File: src/rtl/lsu_mem_access_pkg.sv
// ============================================================================
// Module  : riscv_pkg / custom_pkg
// Brief   : RV32I load/store funct3 encodings plus LSU state, size types and
//           the funct3 decode helpers shared by lsu_mem_access and lsu_align.
// Revision: 1.0 - initial release
// ============================================================================
`default_nettype none

package riscv_pkg;
  localparam logic [2:0] F3_LB  = 3'b000;
  localparam logic [2:0] F3_LH  = 3'b001;
  localparam logic [2:0] F3_LW  = 3'b010;
  localparam logic [2:0] F3_LBU = 3'b100;
  localparam logic [2:0] F3_LHU = 3'b101;
  localparam logic [2:0] F3_SB  = 3'b000;
  localparam logic [2:0] F3_SH  = 3'b001;
  localparam logic [2:0] F3_SW  = 3'b010;
endpackage

package custom_pkg;
  import riscv_pkg::*;

  typedef enum logic [2:0] {
    ST_IDLE  = 3'd0,
    ST_REQ   = 3'd1,
    ST_RSP   = 3'd2,
    ST_DONE  = 3'd3,
    ST_FAULT = 3'd4
  } lsu_state_e;

  typedef enum logic [1:0] {
    SIZE_BYTE = 2'd0,
    SIZE_HALF = 2'd1,
    SIZE_WORD = 2'd2
  } mem_size_e;

  typedef struct packed {
    mem_size_e size;
    logic      is_unsigned;
    logic      legal;
  } mem_op_t;

  // Stores only come in signed-agnostic SB/SH/SW; loads add the unsigned forms.
  function automatic mem_op_t decode_funct3(input logic we, input logic [2:0] funct3);
    mem_op_t op;
    op.size        = SIZE_WORD;
    op.is_unsigned = 1'b0;
    op.legal       = 1'b0;
    if (we) begin
      case (funct3)
        F3_SB:   begin op.size = SIZE_BYTE; op.legal = 1'b1; end
        F3_SH:   begin op.size = SIZE_HALF; op.legal = 1'b1; end
        F3_SW:   begin op.size = SIZE_WORD; op.legal = 1'b1; end
        default: op.legal = 1'b0;
      endcase
    end else begin
      case (funct3)
        F3_LB:   begin op.size = SIZE_BYTE; op.legal = 1'b1; end
        F3_LH:   begin op.size = SIZE_HALF; op.legal = 1'b1; end
        F3_LW:   begin op.size = SIZE_WORD; op.legal = 1'b1; end
        F3_LBU:  begin op.size = SIZE_BYTE; op.is_unsigned = 1'b1; op.legal = 1'b1; end
        F3_LHU:  begin op.size = SIZE_HALF; op.is_unsigned = 1'b1; op.legal = 1'b1; end
        default: op.legal = 1'b0;
      endcase
    end
    return op;
  endfunction

  function automatic logic is_misaligned(input mem_size_e size, input logic [1:0] addr_lo);
    logic bad;
    case (size)
      SIZE_HALF: bad = addr_lo[0];
      SIZE_WORD: bad = (addr_lo != 2'b00);
      default:   bad = 1'b0;
    endcase
    return bad;
  endfunction
endpackage

`default_nettype wire

File: src/rtl/lsu_align.sv
// ============================================================================
// Module  : lsu_align
// Brief   : Combinational lane logic: byte enables, store-data replication
//           and load-data extraction with sign/zero extension.
// Revision: 1.0 - initial release
// ============================================================================
`default_nettype none

module lsu_align
  import custom_pkg::*;
(
  input  logic        we_i,
  input  logic [2:0]  funct3_i,
  input  logic [1:0]  addr_lo_i,
  input  logic [31:0] wdata_i,
  input  logic [31:0] rdata_i,
  output logic [3:0]  be_o,
  output logic [31:0] wdata_o,
  output logic [31:0] rdata_o
);

  mem_op_t     w_op;
  logic [31:0] w_rdata_shifted;

  assign w_op            = decode_funct3(we_i, funct3_i);
  assign w_rdata_shifted = rdata_i >> {addr_lo_i, 3'b000};

  // Byte enables: loads fetch the whole word, stores touch only their lanes.
  // An illegal op never reaches the bus, so it asserts no lanes at all.
  always_comb begin
    be_o = 4'b1111;
    if (we_i) begin
      case (w_op.size)
        SIZE_BYTE: be_o = 4'b0001 << addr_lo_i;
        SIZE_HALF: be_o = 4'b0011 << {addr_lo_i[1], 1'b0};
        default:   be_o = 4'b1111;
      endcase
    end
    if (!w_op.legal) be_o = 4'b0000;
  end

  // Replicate narrow store data so whichever lane is enabled sees it.
  always_comb begin
    case (w_op.size)
      SIZE_BYTE: wdata_o = {4{wdata_i[7:0]}};
      SIZE_HALF: wdata_o = {2{wdata_i[15:0]}};
      default:   wdata_o = wdata_i;
    endcase
  end

  // Shift the addressed lane down to bit 0, then sign- or zero-extend.
  always_comb begin
    case (w_op.size)
      SIZE_BYTE: rdata_o = w_op.is_unsigned ? {24'h0, w_rdata_shifted[7:0]}
                                            : {{24{w_rdata_shifted[7]}}, w_rdata_shifted[7:0]};
      SIZE_HALF: rdata_o = w_op.is_unsigned ? {16'h0, w_rdata_shifted[15:0]}
                                            : {{16{w_rdata_shifted[15]}}, w_rdata_shifted[15:0]};
      default:   rdata_o = rdata_i;
    endcase
  end

endmodule

`default_nettype wire

File: src/rtl/lsu_mem_access.sv
// ============================================================================
// Module  : lsu_mem_access
// Brief   : Multi-cycle load/store unit driving a req/gnt/rvalid data port.
//           Optional macro LSU_TIMEOUT_EN adds a grant/response timeout that
//           ends a stalled access with a fault.
// Revision: 1.0 - initial release
// ============================================================================
`default_nettype none

module lsu_mem_access
  import custom_pkg::*;
#(
  parameter int TIMEOUT_CYCLES = 255
) (
  input  logic        clk_i,
  input  logic        rst_ni,
  input  logic        start_i,
  input  logic        we_i,
  input  logic [2:0]  funct3_i,
  input  logic [31:0] addr_i,
  input  logic [31:0] wdata_i,
  output logic        busy_o,
  output logic        done_o,
  output logic        fault_o,
  output logic [31:0] load_data_o,
  output logic        mem_req_o,
  output logic        mem_we_o,
  output logic [3:0]  mem_be_o,
  output logic [31:0] mem_addr_o,
  output logic [31:0] mem_wdata_o,
  input  logic        mem_gnt_i,
  input  logic        mem_rvalid_i,
  input  logic [31:0] mem_rdata_i
);

  lsu_state_e  state_q, state_d;
  logic        we_q, we_d;
  logic [2:0]  funct3_q, funct3_d;
  logic [31:0] addr_q, addr_d;
  logic [31:0] wdata_q, wdata_d;
  logic [31:0] load_data_q, load_data_d;

  mem_op_t     w_new_op;
  logic        w_new_bad;
  logic        w_timeout;
  logic        w_req;
  logic [3:0]  w_be;
  logic [31:0] w_wdata_rep;
  logic [31:0] w_rdata_ext;

  // Illegal or misaligned requests are rejected before any bus activity.
  assign w_new_op  = decode_funct3(we_i, funct3_i);
  assign w_new_bad = !w_new_op.legal || is_misaligned(w_new_op.size, addr_i[1:0]);

  lsu_align u_align (
    .we_i      (we_q),
    .funct3_i  (funct3_q),
    .addr_lo_i (addr_q[1:0]),
    .wdata_i   (wdata_q),
    .rdata_i   (mem_rdata_i),
    .be_o      (w_be),
    .wdata_o   (w_wdata_rep),
    .rdata_o   (w_rdata_ext)
  );

`ifdef LSU_TIMEOUT_EN
  localparam int                CNT_W    = $clog2(TIMEOUT_CYCLES + 1);
  localparam logic [CNT_W-1:0]  CNT_LAST = CNT_W'(TIMEOUT_CYCLES - 1);

  logic [CNT_W-1:0] cnt_q, cnt_d;
  logic             w_waiting;

  assign w_waiting = (state_q == ST_REQ) || (state_q == ST_RSP);
  // Fires in the last allowed wait cycle so the next state is FAULT.
  assign w_timeout = w_waiting && (cnt_q == CNT_LAST);

  // Wait counter restarts on every entry to REQ or RSP.
  always_comb begin
    cnt_d = cnt_q;
    if ((state_d != state_q) && ((state_d == ST_REQ) || (state_d == ST_RSP))) begin
      cnt_d = '0;
    end else if (w_waiting) begin
      cnt_d = cnt_q + CNT_W'(1);
    end
  end

  // Wait counter register.
  always_ff @(posedge clk_i or negedge rst_ni) begin
    if (!rst_ni) cnt_q <= '0;
    else         cnt_q <= cnt_d;
  end
`else
  // Without the counter the unit waits indefinitely; the limit only matters
  // when the timeout logic is built in.
  assign w_timeout = (TIMEOUT_CYCLES < 0);
`endif

  // Access sequencer: capture in IDLE, hold the request until granted, wait
  // for the response, then pulse done (with fault on the error path).
  always_comb begin
    state_d     = state_q;
    we_d        = we_q;
    funct3_d    = funct3_q;
    addr_d      = addr_q;
    wdata_d     = wdata_q;
    load_data_d = load_data_q;
    case (state_q)
      ST_IDLE: begin
        if (start_i) begin
          we_d     = we_i;
          funct3_d = funct3_i;
          addr_d   = addr_i;
          wdata_d  = wdata_i;
          state_d  = w_new_bad ? ST_FAULT : ST_REQ;
        end
      end
      ST_REQ: begin
        if (mem_gnt_i)      state_d = ST_RSP;
        else if (w_timeout) state_d = ST_FAULT;
      end
      ST_RSP: begin
        if (mem_rvalid_i) begin
          state_d = ST_DONE;
          if (!we_q) load_data_d = w_rdata_ext;
        end else if (w_timeout) begin
          state_d = ST_FAULT;
        end
      end
      ST_DONE:  state_d = ST_IDLE;
      ST_FAULT: state_d = ST_IDLE;
      default:  state_d = ST_IDLE;
    endcase
  end

  // State and captured-operand registers.
  always_ff @(posedge clk_i or negedge rst_ni) begin
    if (!rst_ni) begin
      state_q     <= ST_IDLE;
      we_q        <= 1'b0;
      funct3_q    <= 3'b000;
      addr_q      <= 32'h0;
      wdata_q     <= 32'h0;
      load_data_q <= 32'h0;
    end else begin
      state_q     <= state_d;
      we_q        <= we_d;
      funct3_q    <= funct3_d;
      addr_q      <= addr_d;
      wdata_q     <= wdata_d;
      load_data_q <= load_data_d;
    end
  end

  // Bus fields are forced to zero outside REQ so an idle port is quiet.
  assign w_req       = (state_q == ST_REQ);
  assign mem_req_o   = w_req;
  assign mem_we_o    = w_req & we_q;
  assign mem_be_o    = w_req ? w_be : 4'b0000;
  assign mem_addr_o  = w_req ? {addr_q[31:2], 2'b00} : 32'h0;
  assign mem_wdata_o = w_req ? w_wdata_rep : 32'h0;

  assign busy_o      = (state_q != ST_IDLE);
  assign done_o      = (state_q == ST_DONE) || (state_q == ST_FAULT);
  assign fault_o     = (state_q == ST_FAULT);
  assign load_data_o = load_data_q;

endmodule

`default_nettype wire
File: config.mk
export PLATFORM = sky130hd
export DESIGN_NAME = lsu_mem_access
export DESIGN_NICKNAME = d
export VERILOG_FILES = /design/src/rtl/lsu_mem_access_pkg.sv /design/src/rtl/lsu_align.sv /design/src/rtl/lsu_mem_access.sv
export SDC_FILE = /design/constraint.sdc
export NUM_CORES = 1
export LEC_CHECK = 0
export CAP_MARGIN = 5
export CORE_UTILIZATION = 39
export DETAILED_ROUTE_END_ITERATION = 8
export PLACE_DENSITY = 0.76
export SYNTH_ARGS = -nofsm -noshare
export SYNTH_HDL_FRONTEND = slang
export SYNTH_SLANG_ARGS = --single-unit
File: constraint.sdc
create_clock -name clk_i -period 2.3 [get_ports clk_i]
set_clock_uncertainty 0.15 [all_clocks]
set_input_delay 0.345 -clock clk_i [delete_from_list [all_inputs] [get_ports clk_i]]
set_output_delay 0.345 -clock clk_i [all_outputs]
set_load 0.01 [all_outputs]
# --- Word level (Yosys, flattened, before mapping) ---
# Cells that the tools add are included.
word_totals:
  elab_cells: 80
  output_inout_bits: 105
  inputBits: 105
  reg_bits: 103
classes:
  n_eq_ne: 18
  reduce_logical: 21
  n_shift: 3
  n_bitwise: 2
  mux: 30
op_table:
  columns: ["cell", "count"]
  rows:
  - ["2-to-1 mux 32 bit", 4]
  - ["one-hot mux 32 bit (2 select lines)", 2]
  - [">> shifter 32 x 5 -> 16 bit", 1]
  - ["one-hot mux 2 bit (2 select lines)", 4]
  - ["== test 3 bit (second input constant)", 5]
  - ["== test 3 x 2 -> 1 bit (second input constant)", 4]
  - ["2-to-1 mux 3 bit", 4]
  - ["2-to-1 mux 4 bit", 3]
  - ["OR reduction 2 bit", 5]
  - ["OR reduction 5 bit", 2]
  - ["== test 3 x 1 -> 1 bit (second input constant)", 3]
  - ["zero test 3 bit", 3]
  - ["one-hot mux 3 bit (3 select lines)", 1]
  - ["2-to-1 mux 1 bit", 8]
  - ["one-hot mux 4 bit (2 select lines)", 1]
  - ["!= test 2 bit (second input constant)", 3]
  - ["AND reduction 3 bit", 2]
  - ["OR reduction 3 bit", 2]
  - ["== test 2 x 1 -> 1 bit (second input constant)", 2]
  - ["2-to-1 mux 2 bit", 2]
  - ["<< shifter 1 x 2 -> 4 bit (first input constant)", 1]
  - ["<< shifter 2 x 2 -> 4 bit (first input constant)", 1]
  - ["nonzero test 3 bit", 1]
  - ["== test 2 bit (second input constant)", 1]
  - ["other kinds (8)", 9]

# --- Depth between registers and ports, before layout ---
depth:
  word_depth: 10
  ltp_mapped: 8
  depth_no_buf: 8

# --- By module ---
# A second synthesis with hierarchy kept.
unflattened:
  cells_unflattened: 549
  hier_area_um2: 5899.4
by_module_without_submodules:
  columns: ["module", "cells_each", "seq_area_each_um2", "n_inst", "area_each_um2"]
  rows:
  - ["lsu_mem_access", 320, 2577.5, 1, 4535.6]
  - ["lsu_align", 229, 0.0, 1, 1363.8]

# --- Worst setup path after synthesis ---
# Ideal clock, no wire load.
synth_timing:
  path_kind: "reg2out"
  start: "register we_q"
  end: "output mem_wdata_o[24]"
  t_required_ns: 1.805
  setup_slack_ns: 0.161
  t_arrival_ns: 1.644
  path_buffers: 2
  stages_incl_launch_ff: 6
  cell_sequence: "dfrtp_1 > buf_2 > a21oi_1 > clkbuf_1 > nor2_1 > a211oi_1"
synth_between:
  elab_chain_len: 4
  word_cells_on_any_way: 5
  cone_classes: "1 x eq/ne; 3 x mux; 1 x reduce/logical"
synth_lines:
  columns: ["element", "line_no", "text"]
  rows:
  - ["from (decl)", "lsu_mem_access.sv:37", "logic we_q, we_d;"]
  - ["from (signal assigned)", "lsu_mem_access.sv:146", "we_q <= we_d;"]
  - ["2-to-1 mux 2 bit (*)", "lsu_mem_access_pkg.sv:49", "if (we) begin"]
  - ["== test 2 x 1 -> 1 bit or zero test 2 bit (tied branches)", "lsu_align.sv:44", "case (w_op.size)"]
  - ["one-hot mux 32 bit (2 select lines) (*)", "lsu_align.sv:44", null]
  - ["2-to-1 mux 32 bit (*)", "lsu_mem_access.sv:160", "assign mem_wdata_o = w_req ? w_wdata_rep : 32'h0;"]
  - ["to (decl)", "lsu_mem_access.sv:30", "output logic [31:0] mem_wdata_o,"]
# Mark *: on every way between the ends. The rest lies on a longest branch, timed or not.

# --- Worst setup path in the final report ---
layout_timing:
  start: "register state_q[1]"
  end: "output mem_wdata_o[30]"
layout_between:
  elab_chain_len: 2
layout_lines:
  columns: ["element", "line_no", "text"]
  rows:
  - ["from (decl)", "lsu_mem_access.sv:36", "lsu_state_e state_q, state_d;"]
  - ["from (signal assigned)", "lsu_mem_access.sv:145", "state_q <= state_d;"]
  - ["== test 3 x 1 -> 1 bit", "lsu_mem_access.sv:155", "assign w_req = (state_q == ST_REQ);"]
  - ["2-to-1 mux 32 bit", "lsu_mem_access.sv:160", null]
# Every way passes these cells.

==> load_flow_metrics.sql <==
INSERT INTO impl_metrics (metric_group, metric, value, unit) VALUES
('synth', 'netlist_cell_types', '38', ''),
('synth', 'netlist_instances', '526', ''),
('placed_design', 'post-dp-hpwl', '12000', 'um'),
('finish', 'layout.core_utilization', '0.597', ''),
('finish', 'num-nets-final', '849', ''),
('cts', 'clock_tree.buffer_depth', '2', ''),
('cts', 'cts_inserted_buffers', '9', ''),
('critical_path', 'critPathLaunch', 'state_q[1]', ''),
('cts', 'cts_htree_levels', '3', ''),
('cts', 'worst_skew_pair.late_latency', '350', 'ps'),
('power_and_ir_drop', 'total_power', '10500', 'uW'),
('cts', 'worst_setup_hold_path_clk_slew', '70', 'ps'),
('power_and_ir_drop', 'share_comb_of_total_power', '0.540', ''),
('timing', 'timing.fmax', '437', 'MHz'),
('power_and_ir_drop', 'clock_power_share', '0.138', ''),
('timing', 'rsz_0062_raised_after_global_routing', 'yes', ''),
('timing', 'slew_violations', '0', ''),
('critical_path', 'critPathMaxFanout', '24', ''),
('cts', 'tritoncts', 'built', ''),
('die', 'fp-row-count', '42', ''),
('synth', 'synthesis.area', '0.00538', 'sq mm'),
('critical_path', 'arrival', '1790', 'ps'),
('critical_path', 'timing.rr.start', 'we_q', ''),
('grt', 'overflow', '0', ''),
('finish', 'layoutNonFillerInstCount', '923', ''),
('finish', 'final_common_cell', 'sky130_fd_sc_hd__clkdlybuf4s50_1', ''),
('critical_path', 'r2r_cells', '5', ''),
('timing', 'hold_violations', '0', ''),
('synth', 'synth_top_flop_cell', 'sky130_fd_sc_hd__dfrtp_1', ''),
('die', 'dieArea', '0.0143', 'sq mm'),
('routing', 'detail_route.iter0.violations', '427', ''),
('timing', 'max_slew.worst_pin.slew', '568', 'ps'),
('synth', 'synth_sequential_area_ratio', '0.479', ''),
('grt', 'antenna_found_initial', '0', ''),
('synth', 'synthesis.yosys.warnings', '0', ''),
('power_and_ir_drop', 'power_frac_seq', '0.322', ''),
('synth', 'synth_enable_flop_cells', '0', ''),
('cts', 'clock-sinks', '103', ''),
('critical_path', 'worst_setup_path_end_kind', 'output pin', ''),
('power_and_ir_drop', 'power.ir.vdd_worst', '0.611', 'mV'),
('critical_path', 'timing.setup.critical_path_class', 'reg -> out', ''),
('power_and_ir_drop', 'cellInternalPower', '6390', 'uW'),
('power_and_ir_drop', 'power_leakage', '0.00360', 'uW'),
('placed_design', 'placed_cells', '901', ''),
('worst_hold_path', 'holdCritPathClass', 'reg -> reg', ''),
('synth', 'post_synth.cell_area_avg', '10.2', 'sq um'),
('routing', 'num_vias', '4938', ''),
('run_status', 'run_status', 'finished clean', ''),
('routing', 'drtPass1Iterations', '7', ''),
('die', 'die-height', '119', 'um'),
('die', 'chipWidth', '119', 'um'),
('power_and_ir_drop', 'power.switching_fraction', '0.391', ''),
('routing', 'viasPerCell', '5.35', ''),
('power_and_ir_drop', 'netSwitchingPower', '4100', 'uW'),
('timing', 'finalSetupViolations', '0', ''),
('timing', 'minimum_clock_period', '2290', 'ps'),
('worst_hold_path', 'holdPathStages', '2', ''),
('routing', 'wl', '16900', 'um'),
('placed_design', 'port_buffers', '207', ''),
('routing', 'drt_drc_violations_left', '0', ''),
('critical_path', 'crit_required', '1800', 'ps'),
('finish', 'area_delta_synth_final', '48.0', '%'),
('die', 'start_util', '0.403', ''),
('routing', 'wl_per_cell', '18.3', 'um'),
('die', 'core_area', '0.0133', 'sq mm'),
('power_and_ir_drop', 'powerDensity', '1320', 'mW/mm^2'),
('cts', 'clock_tree.root_cell', 'sky130_fd_sc_hd__clkbuf_16', ''),
('finish', 'drive_gt1_frac', '0.288', ''),
('grt', 'wire_length_of_the_first_global_routing_pass', '26700', 'um'),
('finish', 'num_antenna_cells', '0', ''),
('die', 'io-pin-count', '210', ''),
('timing', 'worst_hold_slack', '338', 'ps'),
('finish', 'layout_common_cells', 'sky130_fd_sc_hd__clkdlybuf4s50_1, sky130_fd_sc_hd__dfrtp_1, sky130_fd_sc_hd__nand2_1, sky130_fd_sc_hd__mux2_2, sky130_fd_sc_hd__buf_2', ''),
('grt', 'first_global_vias', '5058', ''),
('critical_path', 'critPathLaunchType', 'register', ''),
('grt', 'gr-usage-all-layers', '0.243', ''),
('routing', 'ant_nets', '0', ''),
('job', 'maxCapViolations', '0', ''),
('synth', 'postSynth.asyncResetShare', '1.00', ''),
('worst_hold_path', 'hp-start', 'load_data_o[4]', ''),
('placed_design', 'gpl.final_weighted_congestion', '0.956', ''),
('synth', 'yosys_register_bits', '103', ''),
('timing', 'slew_headroom', '0.622', ''),
('grt', 'grt_max_degree', '104', ''),
('timing', 'final_period_util', '0.994', '');
-- synth_stat cells, drive strengths merged, types with 3 or more instances --
| library cell | count | area (sq um) |
|---|---|---|
| dfrtp | 103 | 2580 |
| nand2 | 70 | 263 |
| mux2 | 66 | 743 |
| and2 | 39 | 244 |
| nand3 | 32 | 210 |
| a21oi | 27 | 135 |
| clkbuf | 27 | 101 |
| mux2i | 25 | 250 |
| nor2 | 25 | 93.8 |
| a211oi | 18 | 135 |
| buf | 16 | 96.3 |
| o21ai | 13 | 65.1 |
| o22ai | 9 | 56.3 |
| inv | 7 | 26.3 |
| a2bb2oi | 6 | 52.6 |
| nor3 | 6 | 30.0 |
| nand2b | 5 | 31.3 |
| o2bb2ai | 5 | 43.8 |
| a31oi | 4 | 25.0 |
| o21bai | 3 | 22.5 |
-- critical path, stage by stage, from the launching register on --
cell	delay, ps
sky130_fd_sc_hd__dfrtp_1	390
sky130_fd_sc_hd__nand2b_4	150
sky130_fd_sc_hd__or2_4	260
sky130_fd_sc_hd__buf_6	190
sky130_fd_sc_hd__a211oi_1	190
sky130_fd_sc_hd__clkdlybuf4s15_2	260
-- routing by layer --
metal	part of all wire	up-vias	wire length (um)	global-route usage
met5	0	-	0	0
met4	0.023	0	393	0.0977
met3	0.095	29	1610	0.0784
met2	0.48	242	8060	0.396
met1	0.40	2400	6830	0.298
li1	-	2267	-	-
-- layout make-up --
type | count | area, sq um
Fill cell | 1153 | 5380
Multi-Input combinational cell | 374 | 2650
Sequential cell | 103 | 2580
Timing Repair Buffer | 247 | 2200
Clock buffer | 10 | 239
Tap cell | 176 | 220
Clock inverter | 6 | 45.0
Inverter | 7 | 33.8
-- registers in the layout (all words and copies together) (netlist names) --
register and count:
addr_q 32, load_data_o 32, wdata_q 32, funct3_q 3
state_q 3, we_q 1
-- cell families (layout without fill, tap and decap cells) --
family	count (synthesis)	count (layout)	synth area share
other	1	2	0.000697
AND/OR/NAND/NOR	186	186	0.173
flip-flops	103	103	0.479
multiplexers	93	93	0.193
buffers and inverters	50	270	0.0416
AO/OA/AOI/OAI	91	91	0.108
adder cells (fa/ha/maj)	2	2	0.00465
-- final timing paths --
check | endpoint | slack (ps)
max | mem_wdata_o[30] | 10
min | load_data_o[4] | 340
max reg2reg | load_data_o[31] | 120
min reg2reg | load_data_o[4] | 340
max in group asynchronous | wdata_q[26] | 1110
min in group asynchronous | load_data_o[6] | 450
-- per-stage QoR --
stage	area [sq um]	setup WS [ps]	TNS [ps]
finish	7970	13.2	0
global route	7970	-25.6	-69.3
CTS	8080	0.119	0
detailed placement	7820	-219	-5010
global placement	7820	-190	-3070
floorplan	5390	161	0
-- what timing repair did --
| item | in CTS | in global routing |
|---|---|---|
| gates cloned | 2 | 0 |
| endpoints found under the hold margin | 103 | 0 |
| setup endpoints to repair | 70 | 39 |
| buffers inserted | 3 | 0 |
| pin swaps | 1 | 1 |
| resized for setup | 220 | 51 |
| hold buffers | 1 | 0 |
-- power by group through the flow --
| stage | Combinational (uW) | Clock (uW) | Sequential (uW) |
|---|---|---|---|
| 4_1_cts | 5730 | 1500 | 3370 |
| 3_3_place_gp | 5600 | 0 | 3330 |
| 3_5_place_dp | 5730 | 0 | 3390 |
| 5_1_grt | 6150 | 1550 | 3490 |
| 6_report | 5670 | 1450 | 3380 |
| 2_1_floorplan | 3130 | 0 | 3260 |
No activity file was read; power rests on OpenSTA's default activity.
